## src/rtl/approach_request_unit.sv

```systemverilog
// Request-side front end for a four-approach traffic light controller.
// Synchronizes and debounces the raw request inputs and latches each request
// until its approach turns green. It also watches the lamp outputs for
// starvation and for illegal lamp patterns.
module approach_request_unit #(
  parameter int DEBOUNCE_CYCLES = 4,
  parameter int MAX_WAIT        = 32
) (
  input  logic       clk,
  input  logic       rst,
  input  logic [3:0] btn,
  input  logic [3:0] grn,
  input  logic [3:0] yel,
  input  logic [3:0] red,
  output logic [3:0] req,
  output logic [3:0] starve,
  output logic       lamp_err
);

  localparam int CW = $clog2(DEBOUNCE_CYCLES);
  localparam int WW = $clog2(MAX_WAIT + 1);
  localparam logic [CW-1:0] CNT_LAST = CW'(DEBOUNCE_CYCLES - 1);
  localparam logic [WW-1:0] WAIT_MAX = WW'(MAX_WAIT);

  // Returns true when exactly one of the three lamps of an approach is lit.
  function automatic logic one_hot3(input logic [2:0] v);
    logic r;
    case (v)
      3'b001, 3'b010, 3'b100: r = 1'b1;
      default:                r = 1'b0;
    endcase
    return r;
  endfunction

  // Returns true when more than one bit of a 4-bit vector is set.
  function automatic logic multi_hot4(input logic [3:0] v);
    return ((v & (v - 4'd1)) != 4'd0);
  endfunction

  logic [3:0]         sync_a_r, sync_b_r;
  logic [3:0][CW-1:0] cnt_r, cnt_s;
  logic [3:0]         db_r, db_s, db_prev_r;
  logic [3:0]         pend_r, pend_s;
  logic [3:0][WW-1:0] wcnt_r, wcnt_s;
  logic [3:0]         starve_r, starve_s;
  logic               lamp_err_r, lamp_bad_s;

  // Per-approach debounce, pending latch and wait-counter next-state logic.
  always_comb begin
    cnt_s    = cnt_r;
    db_s     = db_r;
    pend_s   = pend_r;
    wcnt_s   = wcnt_r;
    starve_s = 4'b0000;
    for (int i = 0; i < 4; i++) begin
      // The debounced level only moves after DEBOUNCE_CYCLES disagreeing samples.
      if (sync_b_r[i] == db_r[i]) begin
        cnt_s[i] = {CW{1'b0}};
      end else if (cnt_r[i] == CNT_LAST) begin
        cnt_s[i] = {CW{1'b0}};
        db_s[i]  = sync_b_r[i];
      end else begin
        cnt_s[i] = cnt_r[i] + CW'(1);
      end

      // Green service wins over a simultaneous new press.
      if (grn[i]) begin
        pend_s[i] = 1'b0;
      end else if (db_r[i] && !db_prev_r[i]) begin
        pend_s[i] = 1'b1;
      end else begin
        pend_s[i] = pend_r[i];
      end

      // The wait counter saturates rather than wrapping, so starve stays high.
      if (pend_r[i] && !grn[i]) begin
        if (wcnt_r[i] == WAIT_MAX) begin
          wcnt_s[i] = wcnt_r[i];
        end else begin
          wcnt_s[i] = wcnt_r[i] + WW'(1);
        end
      end else begin
        wcnt_s[i] = {WW{1'b0}};
      end
      starve_s[i] = (wcnt_s[i] == WAIT_MAX);
    end
  end

  // Detects an illegal lamp combination on the current lamp inputs.
  always_comb begin
    lamp_bad_s = multi_hot4(grn | yel);
    for (int i = 0; i < 4; i++) begin
      if (!one_hot3({red[i], yel[i], grn[i]})) begin
        lamp_bad_s = 1'b1;
      end else begin
        lamp_bad_s = lamp_bad_s;
      end
    end
  end

  // Holds the synchronizer, debounce, pending, wait and error state.
  always_ff @(posedge clk or posedge rst) begin
    if (rst) begin
      sync_a_r   <= 4'b0000;
      sync_b_r   <= 4'b0000;
      cnt_r      <= {4{ {CW{1'b0}} }};
      db_r       <= 4'b0000;
      db_prev_r  <= 4'b0000;
      pend_r     <= 4'b0000;
      wcnt_r     <= {4{ {WW{1'b0}} }};
      starve_r   <= 4'b0000;
      lamp_err_r <= 1'b0;
    end else begin
      sync_a_r   <= btn;
      sync_b_r   <= sync_a_r;
      cnt_r      <= cnt_s;
      db_r       <= db_s;
      db_prev_r  <= db_r;
      pend_r     <= pend_s;
      wcnt_r     <= wcnt_s;
      starve_r   <= starve_s;
      lamp_err_r <= lamp_err_r | lamp_bad_s;
    end
  end

  // A button held during its own green keeps the request up to extend the green.
  assign req      = pend_r | (db_r & grn);
  assign starve   = starve_r;
  assign lamp_err = lamp_err_r;

endmodule

```

## config.mk

```make
export PLATFORM = sky130hd
export DESIGN_NAME = approach_request_unit
export DESIGN_NICKNAME = d
export VERILOG_FILES = /design/src/rtl/approach_request_unit.sv
export SDC_FILE = /design/constraint.sdc
export NUM_CORES = 1
export LEC_CHECK = 0
export ABC_AREA = 1
export ABC_CLOCK_PERIOD_IN_PS = 2300
export BUFFER_PORTS_ARGS = -buffer_cell sky130_fd_sc_hd__buf_2
export CAP_MARGIN = 40
export CORE_MARGIN = 3
export CORE_UTILIZATION = 40
export DETAILED_ROUTE_END_ITERATION = 10
export GPL_ROUTABILITY_DRIVEN = 0
export GPL_TIMING_DRIVEN = 0
export MAX_ROUTING_LAYER = met4
export PLACE_DENSITY = 0.58
export RECOVER_POWER = 25
export SYNTH_ARGS = -nofsm -noshare
export SYNTH_HDL_FRONTEND = slang
export SYNTH_SLANG_ARGS = --single-unit
export TNS_END_PERCENT = 20
```

## constraint.sdc

```tcl
create_clock -name clk -period 2.3 [get_ports clk]
set_input_delay 0.345 -clock clk [delete_from_list [all_inputs] [get_ports clk]]
set_output_delay 0.345 -clock clk [all_outputs]
set_load 0.01 [all_outputs]
```

Yosys cells after proc, flatten, opt, wreduce, memory -nomap -nowiden
Index checks and enable logic that the tools add are counted.

storage, ports and cells
  memories = 0
  bits of input ports = 18
  flip-flop bits (word level) = 57
  latch bits = 0
  bits in read-only memories = 0
  bits in writable memories = 0

operators by class
  order comparisons = 0
  shift operators = 0
  $add $sub $neg = 9
  multiplexer cells = 32
  reductions and logical operators = 29
  bitwise gates (word level) = 9
  equal/unequal tests = 28
  multipliers = 0
  divide/modulo/power cells = 0

operator list
  kind                   count
  $eq A6 B6 Y1 const B   8
  $mux W6                8
  $add A6 B1 Y6 const B  4
  $mux W1                16
  $mux W2                8
  $eq A3 B1 Y1 const B   4
  $eq A3 B2 Y1 const B   4
  $eq A3 B3 Y1 const B   4
  $reduce_or A3 Y1       4
  $add A2 B1 Y2 const B  4
  $and A4 B4 Y4          2
  $eq A2 B2 Y1 const B   4
  $logic_and A1 B1 Y1    8
  $logic_not A1 Y1       8
  $or A4 B4 Y4           2
  $reduce_and A2 Y1      4
  $reduce_bool A2 Y1     4
  $eq A1 B1 Y1           4
  $not A1 Y1             4
  $reduce_bool A4 Y1     1
  $sub A4 B1 Y4 const B  1
  $or A1 B1 Y1           1

Longest topological paths before layout
  depth after elaboration = 9
  gate-level depth with buffers = 8
  gate-level depth less buffers = 8

Least setup slack after synthesis
Ideal clock, no wire load.

  path type = flip-flop to flip-flop
  start = register wcnt_r[6] (netlist bit)
  end = register starve_r[1], in the netlist starve[1]
  cell stages (with the launch flop) = 8
  setup slack = 1146 ps
  data arrival time = 1040 ps
  buffers on the path = 0
  data required time = 2186 ps
  period minus slack after synthesis = 1154 ps
  path through = dfrtp_1 > inv_1 > ha_1 > nand3_1 > nand2_1 > nand3_1 > nand3_1 > nor2_1

between the ends
  longest elaborated chain between the ends = 4
  elaborated cells between the ends (all ways) = 5
  those cells by class = add/sub (1); eq/ne (2); mux (2)

RTL lines
  what                                           line    text
  start, declared                                44      logic [3:0][WW-1:0] wcnt_r, wcnt_s;
  start signal, assigned                         110     wcnt_r <= {4{ {WW{1'b0}} }};
  start signal, assigned                         120     wcnt_r <= wcnt_s;
  $add A6 B1 Y6 or $eq A6 B6 Y1 (tied branches)  80, 77
  $mux W6 *                                      77      if (wcnt_r[i] == WAIT_MAX) begin
  $mux W6 *                                      76      if (pend_r[i] && !grn[i]) begin
  $eq A6 B6 Y1 *                                 85      starve_s[i] = (wcnt_s[i] == WAIT_MAX);
  net starve_s[1]                                45      logic [3:0] starve_r, starve_s;
  end signal, assigned                           121     starve_r <= starve_s;
  end, declared                                  45

Mark *: on every way through the listed nets, which the timed path passes. The rest lies on a longest branch.
A chain may end at the register's enable or synchronous reset.

Final worst setup path
  start = register db_r[3]
  end = output port req[3]

between the ends
  longest elaborated chain between the ends = 2

RTL lines
  what                    line  text
  start, declared         42    logic [3:0] db_r, db_s, db_prev_r;
  start signal, assigned  117   db_r <= db_s;
  $and A4 B4 Y4           127   assign req = pend_r | (db_r & grn);
  $or A4 B4 Y4            127
  end, declared           15    output logic [3:0] req,

No other way between the ends.

==> flow_summary.yaml <==
power:
  vdd_drop_max_v: 0.0004923
  power.leakage_uw: 0.001675
  power_density_nw_per_um2: 874.5
worst_setup_path:
  startpoint: "db_r[3]"
  cp-end-kind: "primary output"
  r2r_cells: 7
  crit_chain: "inv_1, o21bai_1, buf_2"
  crit_type: "register to primary output"
  r2r_start: "wcnt_r[6]"
  r2r-end: "starve[1]"
  worstSetupEndpoint: "req[3]"
  start_kind: "register"
  crit_path_top_delay_cell: "dfrtp_1"
  r2r_setup_slack_ns: 0.96
  slowest_delay_ns: 0.39
  worstPathRequired_ns: 1.96
  crit_fanout: 3
  cp.arrival_ns: 1.13
floorplan:
  rows: 29
  pin_count: 27
  fp.dieW_um: 88.22
  core-area_um2: 6459
  start_util_pct: 41.86
  dieArea_um2: 7782
  die_h_um: 88.22
detailed_routing:
  wirelength_um: 4895
  initialDrtViolationCount: 69
  viasPerCell: 4.735
  dr.pass1.iters: 5
  wl_per_cell_um: 11.36
  drc: 0
  vias: 2041
  ant_nets: 0
global_route:
  antenna_found_initial: 0
  gr-usage-all-layers_pct: 15.31
  grt_max_degree: 32
  grt_overflow_total: 0
  first_global_vias: 1987
  grt_pass1_wl_um: 8769
place:
  port-buffer-count: 26
  dp_cells: 415
  place_ws_ns: 0.9365
  dp_hpwl_um: 3661
timing:
  finClkSkew_ns: 0.009081
  setup_slack_ns: 0.8209
  finalCritPeriodShare_pct: 64.31
  finalSetupViolations: 0
  hold_viol: 0
  finalMaxSlewViolations: 0
  fin_crit_ns: 1.479
  rsz0062_at_grt: "false"
  slew_headroom_pct: 29.83
  max_freq_ghz: 0.6761
  worst_pin_slew_ns: 1.051
logic_synthesis:
  ys_top_cells_by_area: "dfrtp_1 (53%), inv_1 (8.6%), nand2_1 (7.2%)"
  synthCells: 311
  ys_warn_count: 0
  synth_seq_area_share_pct: 52.75
  ys_ff_latch: 57
  synth_top_cell_by_area: "dfrtp_1"
  yosysTopAreaCellShare_pct: 52.75
  synth_nets: 341
  synth.cell_area_um2: 2704
  ys_types: 18
  synth_area_per_cell_um2: 8.694
cells_and_area:
  diodes: 0
  final_cell_mix: "inv_1 (62), dfrtp_1 (57), nand2_1 (52)"
  stdcell_count: 431
  final_util_pct: 48.93
  drive_gt1_share_pct: 13.84
  layout_commonest_cell: "inv_1"
  fillers: 616
  area_delta_synth_final_pct: 16.89
  nNetsFinal: 379
clocking:
  path_clk_slew_ns: 0.07
  cts_tree: "done"
  clock_sinks: 57
  cts-resized-gates: 0
  worstSkewPairLatency_ns: 0.34
  root_buffer: "clkbuf_8"
  cts_setup_buffers: 0
  cts_hold_buf: 0
  cts_buffers: 9
  clk_path_buf_depth: 2
  cts_max_level: 3
status:
  outcome: "complete, no violations"
min_path:
  hold_depth: 1
  hold_class: "input port to register"
job:
  cap_viol_max_count: 0
## registers in the layout (all words and copies together), names as in the netlist
| name | cells |
|---|---|
| wcnt_r | 24 |
| cnt_r | 8 |
| db_prev_r | 4 |
| db_r | 4 |
| pend_r | 4 |
| starve | 4 |
| sync_a_r | 4 |
| sync_b_r | 4 |
| lamp_err | 1 |
## metal layers
layer  vias to the layer above  wire length (um)  track usage [%]  part of all wire (%)
met4                         0                78            5.632                   1.6
met5                         -                 0                -                     0
met1                       940              2444            20.00                    50
met3                         8               267            5.866                   5.5
li1                       1060                 -                -                     -
met2                        33              2106            21.62                    43
## cell type report
type                    instances  area (um2)  area share [%]
well taps                      77       96.34           3.048
multi-input cells             192        1045           33.06
repair buffers                 27       150.1           4.751
clock buffers                  10       127.6           4.038
clock inverters                 6       82.58           2.613
flip-flops and latches         57        1426           45.13
inverters                      62       232.7           7.363
## report_power, final
group	switching, uW	internal, uW
Combinational	290	199
Clock	396	604
Sequential	102	1170
## stage by stage
stage          power [uW]  TNS [ns]  hold slack [ns]  instance area [um2]
2_1_floorplan        1631         0           0.3312                 2704
5_1_grt              2948         0          0.08494                 3161
3_3_place_gp         1769    -9.959           0.3350                 2930
4_1_cts              2806         0          0.07776                 3161
6_report             2764         0           0.1069                 3161
3_5_place_dp         1794         0           0.3347                 2950
## cell usage after synthesis
cell,count
a21oi_1,5
a21oi_2,3
a22oi_1,1
a31o_2,1
dfrtp_1,57
ha_1,12
inv_1,62
nand2_1,52
nand3_1,27
nand3_2,3
nand4_1,11
nor2_1,40
nor3_1,5
o21ai_0,13
o21bai_1,3
o31ai_1,4
xnor2_1,5
xor2_1,7
## kinds of logic after synthesis
kind of cell / count (synthesis) / synth area share, %
buffers and inverters: 62 / 8.607
AO/OA/AOI/OAI: 30 / 6.849
adder cells (fa/ha/maj): 12 / 5.553
flip-flops: 57 / 52.75
AND/OR/NAND/NOR: 138 / 22.35
XOR/XNOR: 12 / 3.887
## worst min path at each step
| stage | start | end | slack [ns] |
|---|---|---|---|
| 5_1_grt | btn[3] | sync_a_r[3] | 0.08 |
| 3_3_place_gp | sync_a_r[3] | sync_b_r[3] | 0.34 |
| 3_5_place_dp | sync_a_r[1] | sync_b_r[1] | 0.33 |
| 2_1_floorplan | sync_a_r[0] | sync_b_r[0] | 0.33 |
| 4_1_cts | rst | sync_a_r[2] | 0.08 |
| 6_report | btn[3] | sync_a_r[3] | 0.11 |
## worst max-delay path: cells and delay by family (launching register included)
family | cells | cell delay [ns]
compound gates | 1 | 0.16
flops | 1 | 0.39
buf+inv | 2 | 0.25
Power figures use the tool's default switching activity.
